<file path="config.mk">
export PLATFORM = sky130hd
export DESIGN_NAME = xoodyak_sequencer
export DESIGN_NICKNAME = d
export VERILOG_FILES = /design/src/rtl/xoodyak_pkg.sv /design/src/rtl/xoodyak_watchdog.sv /design/src/rtl/xoodyak_sequencer.sv
export SDC_FILE = /design/constraint.sdc
export NUM_CORES = 2
export LEC_CHECK = 0
export ABC_CLOCK_PERIOD_IN_PS = 4500
export CAP_MARGIN = 0
export CORE_AREA = 2 2 580 582
export DETAILED_ROUTE_END_ITERATION = 8
export DIE_AREA = 0 0 582 584
export PLACE_DENSITY = 0.3
export SKIP_CTS_REPAIR_TIMING = 1
export SYNTH_ARGS = -nofsm -noshare
export SYNTH_HDL_FRONTEND = slang
export SYNTH_SLANG_ARGS = --single-unit
export TNS_END_PERCENT = 10
</file>
<file path="constraint.sdc">
create_clock -name eph1 -period 4.5 [get_ports eph1]
set_input_delay 0.9 -clock eph1 [delete_from_list [all_inputs] [get_ports eph1]]
set_output_delay 0.9 -clock eph1 [all_outputs]
set_load 0.02 [all_outputs]
</file>
<file path="src/rtl/xoodyak_pkg.sv">
// xoodyak_pkg: shared opmode/state types and datapath widths for the Xoodyak job sequencer
package xoodyak_pkg;
  localparam int BLK_W = 352;
  localparam int TXT_W = 192;
  localparam int KEY_W = 128;
  typedef enum logic [2:0] {OP_IDLE, OP_KEY, OP_NONCE, OP_ASSOC, OP_ENC, OP_DEC, OP_SQZ, OP_RAT} xood_op_e;
  typedef enum logic [3:0] {S_IDLE, S_KEY, S_NONCE, S_AD_WAIT, S_AD_RUN, S_TX_WAIT, S_TX_RUN, S_SQZ, S_ERR} seq_state_e;
  function automatic logic [4:0] opm(input logic c, input xood_op_e op);
    return {c, 1'b0, op};
  endfunction
endpackage

</file>
<file path="src/rtl/xoodyak_watchdog.sv">
// xoodyak_watchdog: per-op cycle counter that flags an op running TIMEOUT cycles without finishing
module xoodyak_watchdog #(
  parameter int TIMEOUT = 1024
) (
  input  logic clk,
  input  logic rst,
  input  logic i_load,
  input  logic i_en,
  output logic o_expire
);
  localparam int CW = $clog2(TIMEOUT + 1);
  logic [CW-1:0] r_cnt;
  assign o_expire = r_cnt == CW'(TIMEOUT - 1);
  always_ff @(posedge clk) begin
    if (rst || i_load) r_cnt <= '0;
    else if (i_en && !o_expire) r_cnt <= r_cnt + 1'b1;
  end
endmodule

</file>
<file path="src/rtl/xoodyak_sequencer.sv">
// xoodyak_sequencer: job-level controller issuing KEY/NONCE/ASSOC*/CRYPT*/SQUEEZE ops to xoodyak_build
module xoodyak_sequencer
  import xoodyak_pkg::*;
#(
  parameter int MAXBLK = 16,
  parameter int TIMEOUT = 1024,
  localparam int W = $clog2(MAXBLK + 1)
) (
  input  logic             eph1,
  input  logic             reset,
  input  logic             start,
  input  logic             job_dec,
  input  logic [KEY_W-1:0] job_key,
  input  logic [KEY_W-1:0] job_nonce,
  input  logic [W-1:0]     job_ad_n,
  input  logic [W-1:0]     job_txt_n,
  input  logic             abort,
  input  logic             blk_valid,
  input  logic [BLK_W-1:0] blk_data,
  output logic             blk_ready,
  output logic [4:0]       core_opmode,
  output logic [BLK_W-1:0] core_data,
  input  logic             core_finished,
  input  logic [TXT_W-1:0] core_textout,
  output logic             txt_valid,
  output logic [TXT_W-1:0] txt_data,
  output logic             tag_valid,
  output logic [KEY_W-1:0] tag,
  output logic             busy,
  output logic             err
);
  seq_state_e r_state;
  logic [KEY_W-1:0] r_key, r_nonce, r_tag;
  logic r_dec, r_busy, r_err, r_txt_valid, r_tag_valid;
  logic [W-1:0] r_ad_n, r_txt_n, r_ad_cnt, r_txt_cnt;
  logic [4:0] r_opmode;
  logic [BLK_W-1:0] r_data;
  logic [TXT_W-1:0] r_txt;
  logic w_run, w_wait, w_expire, w_has_txt;
  seq_state_e w_to_txt;
  logic [4:0] w_op_txt;
  assign w_run = r_state inside {S_KEY, S_NONCE, S_AD_RUN, S_TX_RUN, S_SQZ};
  assign w_wait = r_state inside {S_AD_WAIT, S_TX_WAIT};
  assign w_has_txt = r_txt_n != '0;
  assign w_to_txt = w_has_txt ? S_TX_WAIT : S_SQZ;
  assign w_op_txt = w_has_txt ? 5'd0 : opm(1'b0, OP_SQZ);
  assign blk_ready = w_wait && blk_valid && !abort && !reset;
  assign core_opmode = r_opmode;
  assign core_data = r_data;
  assign txt_valid = r_txt_valid;
  assign txt_data = r_txt;
  assign tag_valid = r_tag_valid;
  assign tag = r_tag;
  assign busy = r_busy;
  assign err = r_err;
  // every finish either issues a new op or leaves the run states, so it restarts the count
  xoodyak_watchdog #(.TIMEOUT(TIMEOUT)) u_wd (
    .clk(eph1), .rst(reset), .i_load(!w_run || core_finished), .i_en(w_run), .o_expire(w_expire)
  );
  always_ff @(posedge eph1) begin
    r_txt_valid <= 1'b0;
    r_tag_valid <= 1'b0;
    if (reset) begin
      r_state <= S_IDLE;
      r_opmode <= '0;
      r_data <= '0;
      r_busy <= 1'b0;
      r_err <= 1'b0;
      r_txt <= '0;
      r_tag <= '0;
      r_key <= '0;
      r_nonce <= '0;
      r_dec <= 1'b0;
      r_ad_n <= '0;
      r_txt_n <= '0;
      r_ad_cnt <= '0;
      r_txt_cnt <= '0;
    end else if (abort && r_busy) begin
      r_state <= S_IDLE;
      r_opmode <= '0;
      r_data <= '0;
      r_busy <= 1'b0;
    end else if (w_run && w_expire && !core_finished) begin
      r_state <= S_ERR;
      r_opmode <= '0;
      r_data <= '0;
      r_busy <= 1'b0;
      r_err <= 1'b1;
    end else begin
      case (r_state)
        S_IDLE: if (start) begin
          r_key <= job_key;
          r_nonce <= job_nonce;
          r_dec <= job_dec;
          r_ad_n <= job_ad_n;
          r_txt_n <= job_txt_n;
          r_ad_cnt <= '0;
          r_txt_cnt <= '0;
          r_err <= 1'b0;
          r_busy <= 1'b1;
          r_state <= S_KEY;
          r_opmode <= opm(1'b0, OP_KEY);
          r_data <= {job_key, 224'h0};
        end
        S_KEY: if (core_finished) begin
          r_state <= S_NONCE;
          r_opmode <= opm(1'b0, OP_NONCE);
          r_data <= {r_nonce, 224'h0};
        end
        S_NONCE: if (core_finished) begin
          r_state <= (r_ad_n != '0) ? S_AD_WAIT : w_to_txt;
          r_opmode <= (r_ad_n != '0) ? 5'd0 : w_op_txt;
          r_data <= '0;
        end
        S_AD_WAIT: if (blk_valid) begin
          r_state <= S_AD_RUN;
          r_opmode <= opm(r_ad_cnt != '0, OP_ASSOC);
          r_data <= blk_data;
          r_ad_cnt <= r_ad_cnt + 1'b1;
        end
        S_AD_RUN: if (core_finished) begin
          r_state <= (r_ad_cnt == r_ad_n) ? w_to_txt : S_AD_WAIT;
          r_opmode <= (r_ad_cnt == r_ad_n) ? w_op_txt : 5'd0;
          r_data <= '0;
        end
        S_TX_WAIT: if (blk_valid) begin
          r_state <= S_TX_RUN;
          r_opmode <= opm(r_txt_cnt != '0, r_dec ? OP_DEC : OP_ENC);
          r_data <= blk_data;
          r_txt_cnt <= r_txt_cnt + 1'b1;
        end
        S_TX_RUN: if (core_finished) begin
          r_txt <= core_textout;
          r_txt_valid <= 1'b1;
          r_state <= (r_txt_cnt == r_txt_n) ? S_SQZ : S_TX_WAIT;
          r_opmode <= (r_txt_cnt == r_txt_n) ? opm(1'b0, OP_SQZ) : 5'd0;
          r_data <= '0;
        end
        S_SQZ: if (core_finished) begin
          r_tag <= core_textout[TXT_W-1:TXT_W-KEY_W];
          r_tag_valid <= 1'b1;
          r_state <= S_IDLE;
          r_opmode <= '0;
          r_busy <= 1'b0;
        end
        default: r_state <= S_IDLE;
      endcase
    end
  end
endmodule

</file>
==> flow_summary.ini <==
[drt]
routed_wl_mm = 268
detail_route.wl_per_cell_um = 27.7
drc = 0
detailedRoute.firstIterationViolations = 2444
drtAntennaViolNets = 0
drtPass1Iterations = 9
via_per_inst = 3.58
routed-via-count = 34748

[placement]
preCtsSetupSlack_ps = 882
buffer_ports.inserted = 1497
gp_congestion = 0.820
post-place-cells = 9442
post_dp_hpwl_mm = 212

[pwr]
leakage_uw = 0.0176
power.ir.vdd_worst_mv = 0.195
power_density_nw_per_um2 = 412

[worst_setup_path]
critical-path-max-stage-delay_ps = 830
cpMaxStageDelayCell = sky130_fd_sc_hd__dfxtp_1
worstPathArrival_ps = 2920
timing.setup.critical_path_class = flop to output pin
critical_path.endpoint_type = output pin
crit_path_max_fanout = 22
timing.reg2reg.worst_path_depth = 6
timing.critical_path.from_type = flop
crit_path_cell_trace = nand2b_1 > a21oi_4 > and3_1 > buf_4
cp_data_required_time_ps = 3600

[timing]
fin_setup_tns_ps = 0
clock-skew-final_ps = 74.7
period_needed_ps = 3820
final.hold.worst_slack_ps = 446
finalHoldViolations = 0
max_slew.worst_pin.slew_ps = 1180
setup_viol_count_final = 0
finalCritPeriodShare = 0.850
maxSlewViolCount = 0
max_freq_ghz = 0.261
maxSlewHeadroom = 0.213
setup_slack_ps = 676
grt_setup_unrepaired = no

[yosys]
ys_warn_count = 0
synthesis.nets = 4667
ys_top_cells_by_area = sky130_fd_sc_hd__dfxtp_1 53%, sky130_fd_sc_hd__nand2_1 14%, sky130_fd_sc_hd__a21oi_1 11%, sky130_fd_sc_hd__a211oi_2 5.0%, sky130_fd_sc_hd__a222oi_1 4.0%
synth-edff-count = 0
yosysTopAreaCellShare = 0.526
share_of_synthesized_registers_carrying_an_async_set_or_reset = 0
syn_area_per_cell_um2 = 8.36
ys.flop_type = sky130_fd_sc_hd__dfxtp_1
synth_seq_area_share = 0.526
synth.cell_area_um2 = 32100
yosysUniqueCellTypes = 56
synth_largest_area_cell = sky130_fd_sc_hd__dfxtp_1
synth_seq_cells = 844
synth_cells = 3845

[floorplanning]
boundaryPins = 1499
floorplan.rows = 212
initial_util = 0.0965
die_area_um2 = 340000
die_w_um = 582
die_height_um = 584
design.core.area_um2 = 333000

[clocking]
cts-buffers-inserted = 135
clk-insertion-delay-late_ps = 830
clk_pin_slew_ps = 60
tritoncts = built
numClockSinks = 844
clock_tree.buffer_depth = 4
ctsHtreeMaxLevel = 4
ctsRootBufferMaster = sky130_fd_sc_hd__clkbuf_16

[min_path]
hold_path_depth = 2
min-delay-path-class = flop to flop

[cells_and_area]
post_route_utilization = 0.169
area_delta_synth_final_pct = 75.4
instances_no_fill = 9701
final_net_count = 6014
fill_cells = 37429
layout-drive-gt1-share = 0.0750

[grt]
groute.usage.overall = 0.151
grt_pass1_vias = 35054
overflow = 0
grt_first_pass_wirelength_mm = 349
antenna_found_initial = 140
grt_start_max_net_pins = 117

[flow_run]
max_cap_viol_count = 0

[run_status]
run_status = complete, no violations
[cells in the mapped netlist (3+ instances only)]
cell	n
sky130_fd_sc_hd__a31oi_1	4
sky130_fd_sc_hd__xnor2_1	22
sky130_fd_sc_hd__a21oi_1	694
sky130_fd_sc_hd__o21ai_0	4
sky130_fd_sc_hd__clkbuf_1	172
sky130_fd_sc_hd__xor2_1	6
sky130_fd_sc_hd__nand3_1	234
sky130_fd_sc_hd__nand4_1	7
sky130_fd_sc_hd__inv_1	11
sky130_fd_sc_hd__nor4_1	9
sky130_fd_sc_hd__buf_2	141
sky130_fd_sc_hd__or3_1	3
sky130_fd_sc_hd__nand3b_1	3
sky130_fd_sc_hd__dfxtp_1	844
sky130_fd_sc_hd__a222oi_1	128
sky130_fd_sc_hd__buf_6	20
sky130_fd_sc_hd__buf_1	14
sky130_fd_sc_hd__nor4b_1	3
sky130_fd_sc_hd__nand2b_1	8
sky130_fd_sc_hd__buf_4	4
sky130_fd_sc_hd__nand2_1	1164
sky130_fd_sc_hd__nor2b_1	4
sky130_fd_sc_hd__nor3_1	14
sky130_fd_sc_hd__ha_1	5
sky130_fd_sc_hd__or4_1	3
sky130_fd_sc_hd__nor2_1	155
sky130_fd_sc_hd__a211oi_2	128
[sequential cells by signal (all words and copies together), names as in the netlist, 11 cells and up]
| register | cells |
|---|---|
| tag | 128 |
| r_nonce | 128 |
| core_data | 352 |
| u_wd.r_cnt | 11 |
| txt_data | 192 |
[area by class of cell]
cell class / instances / area [um^2] / share of cell area
Timing Repair Buffer: 1561 / 15900 / 0.283
Inverter: 11 / 41.3 / 0.000733
Sequential cell: 844 / 16900 / 0.300
Clock buffer: 200 / 3910 / 0.0694
Antenna cell: 34 / 85.1 / 0.00151
Clock inverter: 25 / 397 / 0.00704
Multi-Input combinational cell: 2639 / 13600 / 0.242
Tap cell: 4387 / 5490 / 0.0974
[kinds of logic after synthesis]
| kind of cell | share of synthesized area |
|---|---|
| compound gates | 0.206 |
| xor+xnor | 0.00763 |
| fa+ha+maj | 0.00195 |
| buf+inv | 0.0529 |
| flops | 0.526 |
| mux | 0.000623 |
| other cells | 0.000117 |
| simple gates | 0.204 |
[per-stage QoR]
stage / cell area [um^2] / power [uW]
after global placement: 52000 / 12800
after global routing: 56300 / 24400
final: 56300 / 23200
after detailed placement: 52000 / 12800
after floorplan: 32100 / 10300
after CTS: 56300 / 23900
[layout by cell type (no fill, tap or decap), types with 3 or more instances in the layout]
| cell type | netlist | layout |
|---|---|---|
| sky130_fd_sc_hd__a21oi_1 | 694 | 693 |
| sky130_fd_sc_hd__nand4_1 | 7 | 7 |
| sky130_fd_sc_hd__nand2b_1 | 8 | 7 |
| sky130_fd_sc_hd__clkinvlp_4 | 0 | 3 |
| sky130_fd_sc_hd__a31oi_1 | 4 | 4 |
| sky130_fd_sc_hd__clkinv_2 | 0 | 4 |
| sky130_fd_sc_hd__nand3_1 | 234 | 234 |
| sky130_fd_sc_hd__clkdlybuf4s50_1 | 0 | 1495 |
| sky130_fd_sc_hd__o21ai_0 | 4 | 4 |
| sky130_fd_sc_hd__clkbuf_8 | 0 | 20 |
| sky130_fd_sc_hd__nand3b_1 | 3 | 3 |
| sky130_fd_sc_hd__nand2_1 | 1164 | 1162 |
| sky130_fd_sc_hd__inv_1 | 11 | 11 |
| sky130_fd_sc_hd__nor2b_1 | 4 | 4 |
| sky130_fd_sc_hd__or3_1 | 3 | 3 |
| sky130_fd_sc_hd__nor3_2 | 2 | 3 |
| sky130_fd_sc_hd__xnor2_1 | 22 | 22 |
| sky130_fd_sc_hd__diode_2 | 0 | 34 |
| sky130_fd_sc_hd__xor2_1 | 6 | 6 |
| sky130_fd_sc_hd__buf_4 | 4 | 29 |
| sky130_fd_sc_hd__nor4_1 | 9 | 9 |
| sky130_fd_sc_hd__a211oi_2 | 128 | 128 |
| sky130_fd_sc_hd__clkinv_4 | 0 | 3 |
| sky130_fd_sc_hd__inv_6 | 0 | 4 |
| sky130_fd_sc_hd__clkbuf_1 | 172 | 41 |
| sky130_fd_sc_hd__nor3_1 | 14 | 13 |
| sky130_fd_sc_hd__clkbuf_16 | 0 | 139 |
| sky130_fd_sc_hd__nor2_1 | 155 | 152 |
| sky130_fd_sc_hd__nor4b_1 | 3 | 3 |
| sky130_fd_sc_hd__dfxtp_1 | 844 | 844 |
| sky130_fd_sc_hd__buf_12 | 0 | 36 |
| sky130_fd_sc_hd__a222oi_1 | 128 | 128 |
| sky130_fd_sc_hd__ha_1 | 5 | 5 |
| sky130_fd_sc_hd__or4_1 | 3 | 3 |
| sky130_fd_sc_hd__nor2_4 | 0 | 3 |
| sky130_fd_sc_hd__bufinv_16 | 0 | 8 |
[critical path: cells and delay by family, from the launching register on]
family,cells,cell delay [ps]
flip-flops,1,830
AND/OR/NAND/NOR,2,560
AO/OA/AOI/OAI,1,530
buffers and inverters,1,180
[per-layer routing]
layer	track usage	vias to the layer above	part of all wire
li1	-	15973	-
met1	0.172	16899	0.39
met2	0.264	1389	0.49
met3	0.0618	373	0.095
met4	0.0305	114	0.021
met5	0	-	0.0027
[power by group]
group / internal (uW) / switching [uW]
sequential: 7860 / 294
combinational: 1740 / 2640
clock: 6450 / 4260
[worst paths after layout]
check	slack (ps)	to	startpoint
worst max-delay path	680	blk_ready	r_state[1]
worst min-delay path	450	core_data[106]	core_data[106]
worst max register to register	1280	core_data[341]	r_state[1]
worst min register to register	450	core_data[106]	core_data[106]
Power figures use the tool's default switching activity.
